**config.mk**
```make
export PLATFORM = sky130hd
export DESIGN_NAME = dma_bus_arbiter
export DESIGN_NICKNAME = d
export VERILOG_FILES = /design/src/rtl/dma_bus_arbiter_pkg.sv /design/src/rtl/dma_irq_latch.sv /design/src/rtl/dma_bus_arbiter.sv
export SDC_FILE = /design/constraint.sdc
export NUM_CORES = 1
export LEC_CHECK = 0
export BUFFER_PORTS_ARGS = -buffer_cell sky130_fd_sc_hd__buf_2
export CAP_MARGIN = 20
export CORE_MARGIN = 2
export CORE_UTILIZATION = 35
export DETAILED_ROUTE_END_ITERATION = 10
export GPL_TIMING_DRIVEN = 0
export PLACE_DENSITY = 0.67
export SKIP_LAST_GASP = 1
export SYNTH_ARGS = -nofsm -noshare
export SYNTH_HDL_FRONTEND = slang
export SYNTH_HIERARCHICAL = 1
export SYNTH_SLANG_ARGS = --single-unit
```
**constraint.sdc**
```tcl
create_clock -name clk -period 3.5 [get_ports clk]
set_clock_uncertainty 0.15 [all_clocks]
set_input_delay 0.525 -clock clk [delete_from_list [all_inputs] [get_ports clk]]
set_output_delay 0.525 -clock clk [all_outputs]
set_load 0.01 [all_outputs]
```
**src/rtl/dma_bus_arbiter_pkg.sv**
```systemverilog
// Shared definitions for the DMA bus arbiter: widths, burst length, FSM states.
// Imported by dma_bus_arbiter and dma_irq_latch.
package dma_defs;

  localparam int DMA_WORD_SIZE     = 16;
  localparam int DMA_BURST_LEN     = 12;
  localparam int DMA_GRANT_TIMEOUT = 32;

  typedef enum logic [2:0] {
    ST_IDLE,
    ST_ISSUE,
    ST_WAIT_BR,
    ST_WAIT_CPU,
    ST_GRANT,
    ST_DONE
  } state_e;

  function automatic logic [7:0] sat_inc(input logic [7:0] v);
    return (v == 8'hFF) ? v : v + 8'd1;
  endfunction

endpackage

```
**src/rtl/dma_irq_latch.sv**
```systemverilog
// Sticky interrupt flag: set has priority over ack, async active-low reset.
// Shared by the arbiter top for the DMA completion interrupt.
module dma_irq_latch
  import dma_defs::*;
(
  input  logic clk,
  input  logic reset_n,
  input  logic set,
  input  logic ack,
  output logic flag
);

  logic flag_q;
  logic flag_d;

  // next flag: set wins, ack clears, otherwise hold
  always_comb begin
    flag_d = flag_q;
    if (set) begin
      flag_d = 1'b1;
    end else if (ack) begin
      flag_d = 1'b0;
    end
  end

  // flag register
  always_ff @(posedge clk or negedge reset_n) begin
    if (!reset_n) begin
      flag_q <= 1'b0;
    end else begin
      flag_q <= flag_d;
    end
  end

  assign flag = flag_q;

endmodule

```
**src/rtl/dma_bus_arbiter.sv**
```systemverilog
// DMA bus arbiter: takes CPU commands, kicks the DMA engine, owns BR/BG and the memory mux.
// Optional grant watchdog enabled by defining DMA_ARB_TIMEOUT_EN.
module dma_bus_arbiter
  import dma_defs::*;
#(
  parameter int WORD_SIZE     = DMA_WORD_SIZE,
  parameter int BURST_LEN     = DMA_BURST_LEN,
  parameter int GRANT_TIMEOUT = DMA_GRANT_TIMEOUT
) (
  input  logic                 clk,
  input  logic                 reset_n,
  input  logic                 cpu_cmd_valid,
  input  logic [WORD_SIZE-1:0] cpu_cmd_addr,
  output logic                 cpu_cmd_ready,
  input  logic                 cpu_mem_busy,
  input  logic [WORD_SIZE-1:0] cpu_addr,
  input  logic                 cpu_write,
  output logic                 cpu_stall,
  output logic                 dma_length,
  output logic [WORD_SIZE-1:0] dma_address,
  input  logic                 dma_br,
  output logic                 dma_bg,
  input  logic                 dma_use_bus,
  input  logic                 dma_write,
  input  logic [WORD_SIZE-1:0] dma_wr_addr,
  input  logic                 dma_irq,
  output logic [WORD_SIZE-1:0] mem_addr,
  output logic                 mem_write,
  output logic                 irq_out,
  input  logic                 irq_ack,
  output logic [7:0]           xfer_count,
  output logic                 err
);

  state_e               state_q, state_d;
  logic [WORD_SIZE-1:0] addr_q, addr_d;
  logic [7:0]           xfer_q, xfer_d;
  logic                 err_q, err_d;
  logic                 mem_sel;

`ifdef DMA_ARB_TIMEOUT_EN
  localparam int TW = $clog2(GRANT_TIMEOUT + 1);
  logic [TW-1:0] gcnt_q, gcnt_d;
`else
  logic [31:0] unused_timeout;
  assign unused_timeout = GRANT_TIMEOUT;
`endif

  // next state, latched address, word count and error flag
  always_comb begin
    state_d = state_q;
    addr_d  = addr_q;
    xfer_d  = xfer_q;
    err_d   = err_q;
`ifdef DMA_ARB_TIMEOUT_EN
    gcnt_d  = gcnt_q;
`endif
    unique case (state_q)
      ST_IDLE: begin
        if (cpu_cmd_valid) begin
          addr_d  = cpu_cmd_addr;
          xfer_d  = 8'd0;
          state_d = ST_ISSUE;
        end
      end
      ST_ISSUE: begin
        state_d = ST_WAIT_BR;
      end
      ST_WAIT_BR: begin
        if (dma_br) begin
          state_d = ST_WAIT_CPU;
        end
      end
      ST_WAIT_CPU: begin
`ifdef DMA_ARB_TIMEOUT_EN
        gcnt_d = '0;
`endif
        if (!cpu_mem_busy) begin
          state_d = ST_GRANT;
        end
      end
      ST_GRANT: begin
        if (dma_write && dma_use_bus) begin
          xfer_d = sat_inc(xfer_q);
        end
        if (!dma_br) begin
          state_d = ST_DONE;
        end
`ifdef DMA_ARB_TIMEOUT_EN
        gcnt_d = gcnt_q + 1'b1;
        if (gcnt_q == TW'(GRANT_TIMEOUT - 1)) begin
          err_d   = 1'b1;
          state_d = ST_DONE;
        end
`endif
      end
      ST_DONE: begin
        if (xfer_q != 8'(BURST_LEN)) begin
          err_d = 1'b1;
        end
        state_d = ST_IDLE;
      end
      default: begin
        state_d = ST_IDLE;
      end
    endcase
  end

  // state and datapath registers
  always_ff @(posedge clk or negedge reset_n) begin
    if (!reset_n) begin
      state_q <= ST_IDLE;
      addr_q  <= '0;
      xfer_q  <= 8'd0;
      err_q   <= 1'b0;
`ifdef DMA_ARB_TIMEOUT_EN
      gcnt_q  <= '0;
`endif
    end else begin
      state_q <= state_d;
      addr_q  <= addr_d;
      xfer_q  <= xfer_d;
      err_q   <= err_d;
`ifdef DMA_ARB_TIMEOUT_EN
      gcnt_q  <= gcnt_d;
`endif
    end
  end

  // state-decoded handshakes; BG and mux select follow GRANT directly
  always_comb begin
    cpu_cmd_ready = (state_q == ST_IDLE);
    dma_length    = (state_q == ST_ISSUE);
    cpu_stall     = (state_q == ST_WAIT_BR)
                 || (state_q == ST_WAIT_CPU)
                 || (state_q == ST_GRANT);
    dma_bg        = (state_q == ST_GRANT);
    mem_sel       = (state_q == ST_GRANT);
  end

  // memory port mux
  always_comb begin
    mem_addr  = mem_sel ? dma_wr_addr : cpu_addr;
    mem_write = mem_sel ? dma_write : cpu_write;
  end

  dma_irq_latch u_irq (
    .clk     (clk),
    .reset_n (reset_n),
    .set     (dma_irq),
    .ack     (irq_ack),
    .flag    (irq_out)
  );

  assign dma_address = addr_q;
  assign xfer_count  = xfer_q;
  assign err         = err_q;

endmodule

```
==> reports/results.txt <==
gr usage total = 15.6%
initial antenna violation count = 0
top_reg_cell synth = dfrtp_1
reg2reg start = xfer_count[0]
outcome = finished clean
CP Launch Type = flop
n_diodes = 0
Total Die Area = 5170 um^2
Core Area = 4380 um^2
area leader, netlist = dfrtp_1
Cells after Synth = 163
fin crit period = 2340 ps
Buffers on Ports = 104
Worst Setup End Kind = primary output
GPL Wtd Cong = 0.731
slew of the pin with the lowest slew margin = 646 ps
Syn Nets = 223
Die W = 71.9 um
RSZ-0062 raised after global routing = no
kind of critical path = flop to primary output
worst reg2reg path depth = 5
H-tree depth = 2
Initial Util = 36.8%
crit-path max cell delay = 460 ps
detailed placement HPWL = 3.03 mm
max-cap violation count = 0
post-synthesis sequential area ratio = 45.0%
max-slew violation count = 0
TritonCTS clock tree = done
Worst-Skew Late Latency = 270 ps
largest net degree at the start of global routing = 30
CTS root buf = clkbuf_8
Post CTS Setup Buffer Count = 0
Routed WL = 4.06 mm
Detailed Route Iter0 Violations = 34
FMAX = 428 MHz
register-to-register setup slack = 1570 ps
endpoints failing hold = 0
vias in the first global route = 1364
Antenna Violating Nets Remaining = 0
Worst EP required = 2820 ps
Ports = 105
CP Max Fanout = 10
Ys Warns = 6
Leak Pwr = 0.00125 uW
final setup TNS = 0 ps
CP max-delay cell = dfrtp_1
grt total ovfl = 0
Post-synth EDFFs = 0
most numerous cell in the Yosys netlist = nand2_1
post-cts resize count = 0
DRC Markers = 0
Rel. slew slack = 56.9%
CTS Buf Count = 5
synth top area cells = dfrtp_1 (45%), nand2_1 (13%), mux2_4 (9.3%)
share of the synthesized area in the top cell type = 45.0%
setup violators final = 0
Pre-Repair DR Iteration Count = 4
Post-synth ARST share = 100%
layout cells sized above 1 = 52.0%
Vias = 1559
fin nets = 334
worst vdd ir = 0.000337 V
Min-Delay Path Class = input port to async pin
Crit Reg-Reg Endpoint = xfer_count[7]
Area growth syn-to-layout = 41.7%
first-pass GRT wire length = 6.38 mm
clock transition at the registers of the reported paths = 70 ps
vias per cell = 4.77
DR WL/cell = 12.4 um
Rows = 24
Cell variety after synth = 37
Synth top cells by count = nand2_1 (57), dfrtp_1 (29), mux2_4 (10)
Hold Buf Count CTS = 0
Synth Cell Area = 1610 um^2
Clock Path Buffers = 2
pwr/cell area = 664 nW/um^2
number of synthesized register bits = 29
Final period util = 66.7%
crit path DAT = 1660 ps
clk sink count = 29
Tot Pwr = 1520 uW
Worst setup startpoint = state_q[0]
CP Cell Sequence = nor2_2 -> nand2_2 -> clkinv_2 -> buf_2 -> nand2_1 -> nand2_1 -> buf_2
mean area per synthesized cell = 9.89 um^2
chip height = 71.9 um
==> registers in the layout, summed over array words and instances, names as in the netlist <==
signal / count
err: 1
xfer_count: 8
u_irq/flag: 1
state_q: 3
dma_address: 16
==> how the worst max path moves through the flow <==
stage                        end  slack [ps]  cells past startpoint
floorplan           mem_addr[10]        1690                      7
global placement       mem_write        1480                      7
detailed placement   mem_addr[3]        1460                      7
finish               mem_addr[3]        1160                      7
global route         mem_addr[0]        1010                      6
CTS                  mem_addr[3]        1160                      7
==> final cells by class <==
type	instances	area [um^2]
fillers	427	2100
clock inverters	3	17.5
flip-flops and latches	29	726
plain buffers	8	71.3
repair buffers	104	520
clock buffers	5	68.8
inverters	5	20.0
well taps	52	65.1
multi-input cells	121	796
==> per-layer routing <==
| metal | global-route usage, % | routed length (um) | vias to the layer above |
|---|---|---|---|
| met5 | 0 | 0 | - |
| met4 | 4.61 | 19 | 0 |
| met3 | 3.80 | 285 | 2 |
| met2 | 25.4 | 2010 | 62 |
| met1 | 20.6 | 1750 | 718 |
| li1 | - | - | 777 |
==> cell usage in the layout, fill, tap and decap left out, drive strengths merged, types with 3 or more instances in the layout <==
master and n:
mux2i 3, clkinv 3, nand2 58, a31oi 6
inv 4, o21ai 3, nor3 4, dfrtp 29
a21oi 3, buf 110, nor2 4, clkbuf 7
mux2 16
==> cells by family after synthesis <==
kind of cell | count (synthesis) | share of synthesized area [%]
simple gates | 78 | 21.9
flops | 29 | 45.0
compound gates | 22 | 10.6
mux | 19 | 15.4
buf+inv | 13 | 5.66
fa+ha+maj | 2 | 1.55
==> through the flow <==
step           hold slack [ps]  std cells  util, %  worst slack [ps]  instance area [um^2]
2_1_floorplan             79.4        163        -              1690                  1610
3_3_place_gp               308        319     50.1              1480                  2200
3_5_place_dp               323        319     50.1              1460                  2200
4_1_cts                    138        327     52.1              1160                  2280
5_1_grt                    165        327     52.1              1010                  2280
6_report                   116        327     52.1              1160                  2280
==> power breakdown <==
part	switching (uW)	internal, uW
Combinational	325	382
Sequential	85.4	460
Clock	129	137
Total	539	979
==> critical path, delay by kind of cell, from the launching register on <==
family,cells,cell delay (ps)
buffers and inverters,3,490
flip-flops,1,460
AND/OR/NAND/NOR,4,430
(Power assumes the default switching activity.)
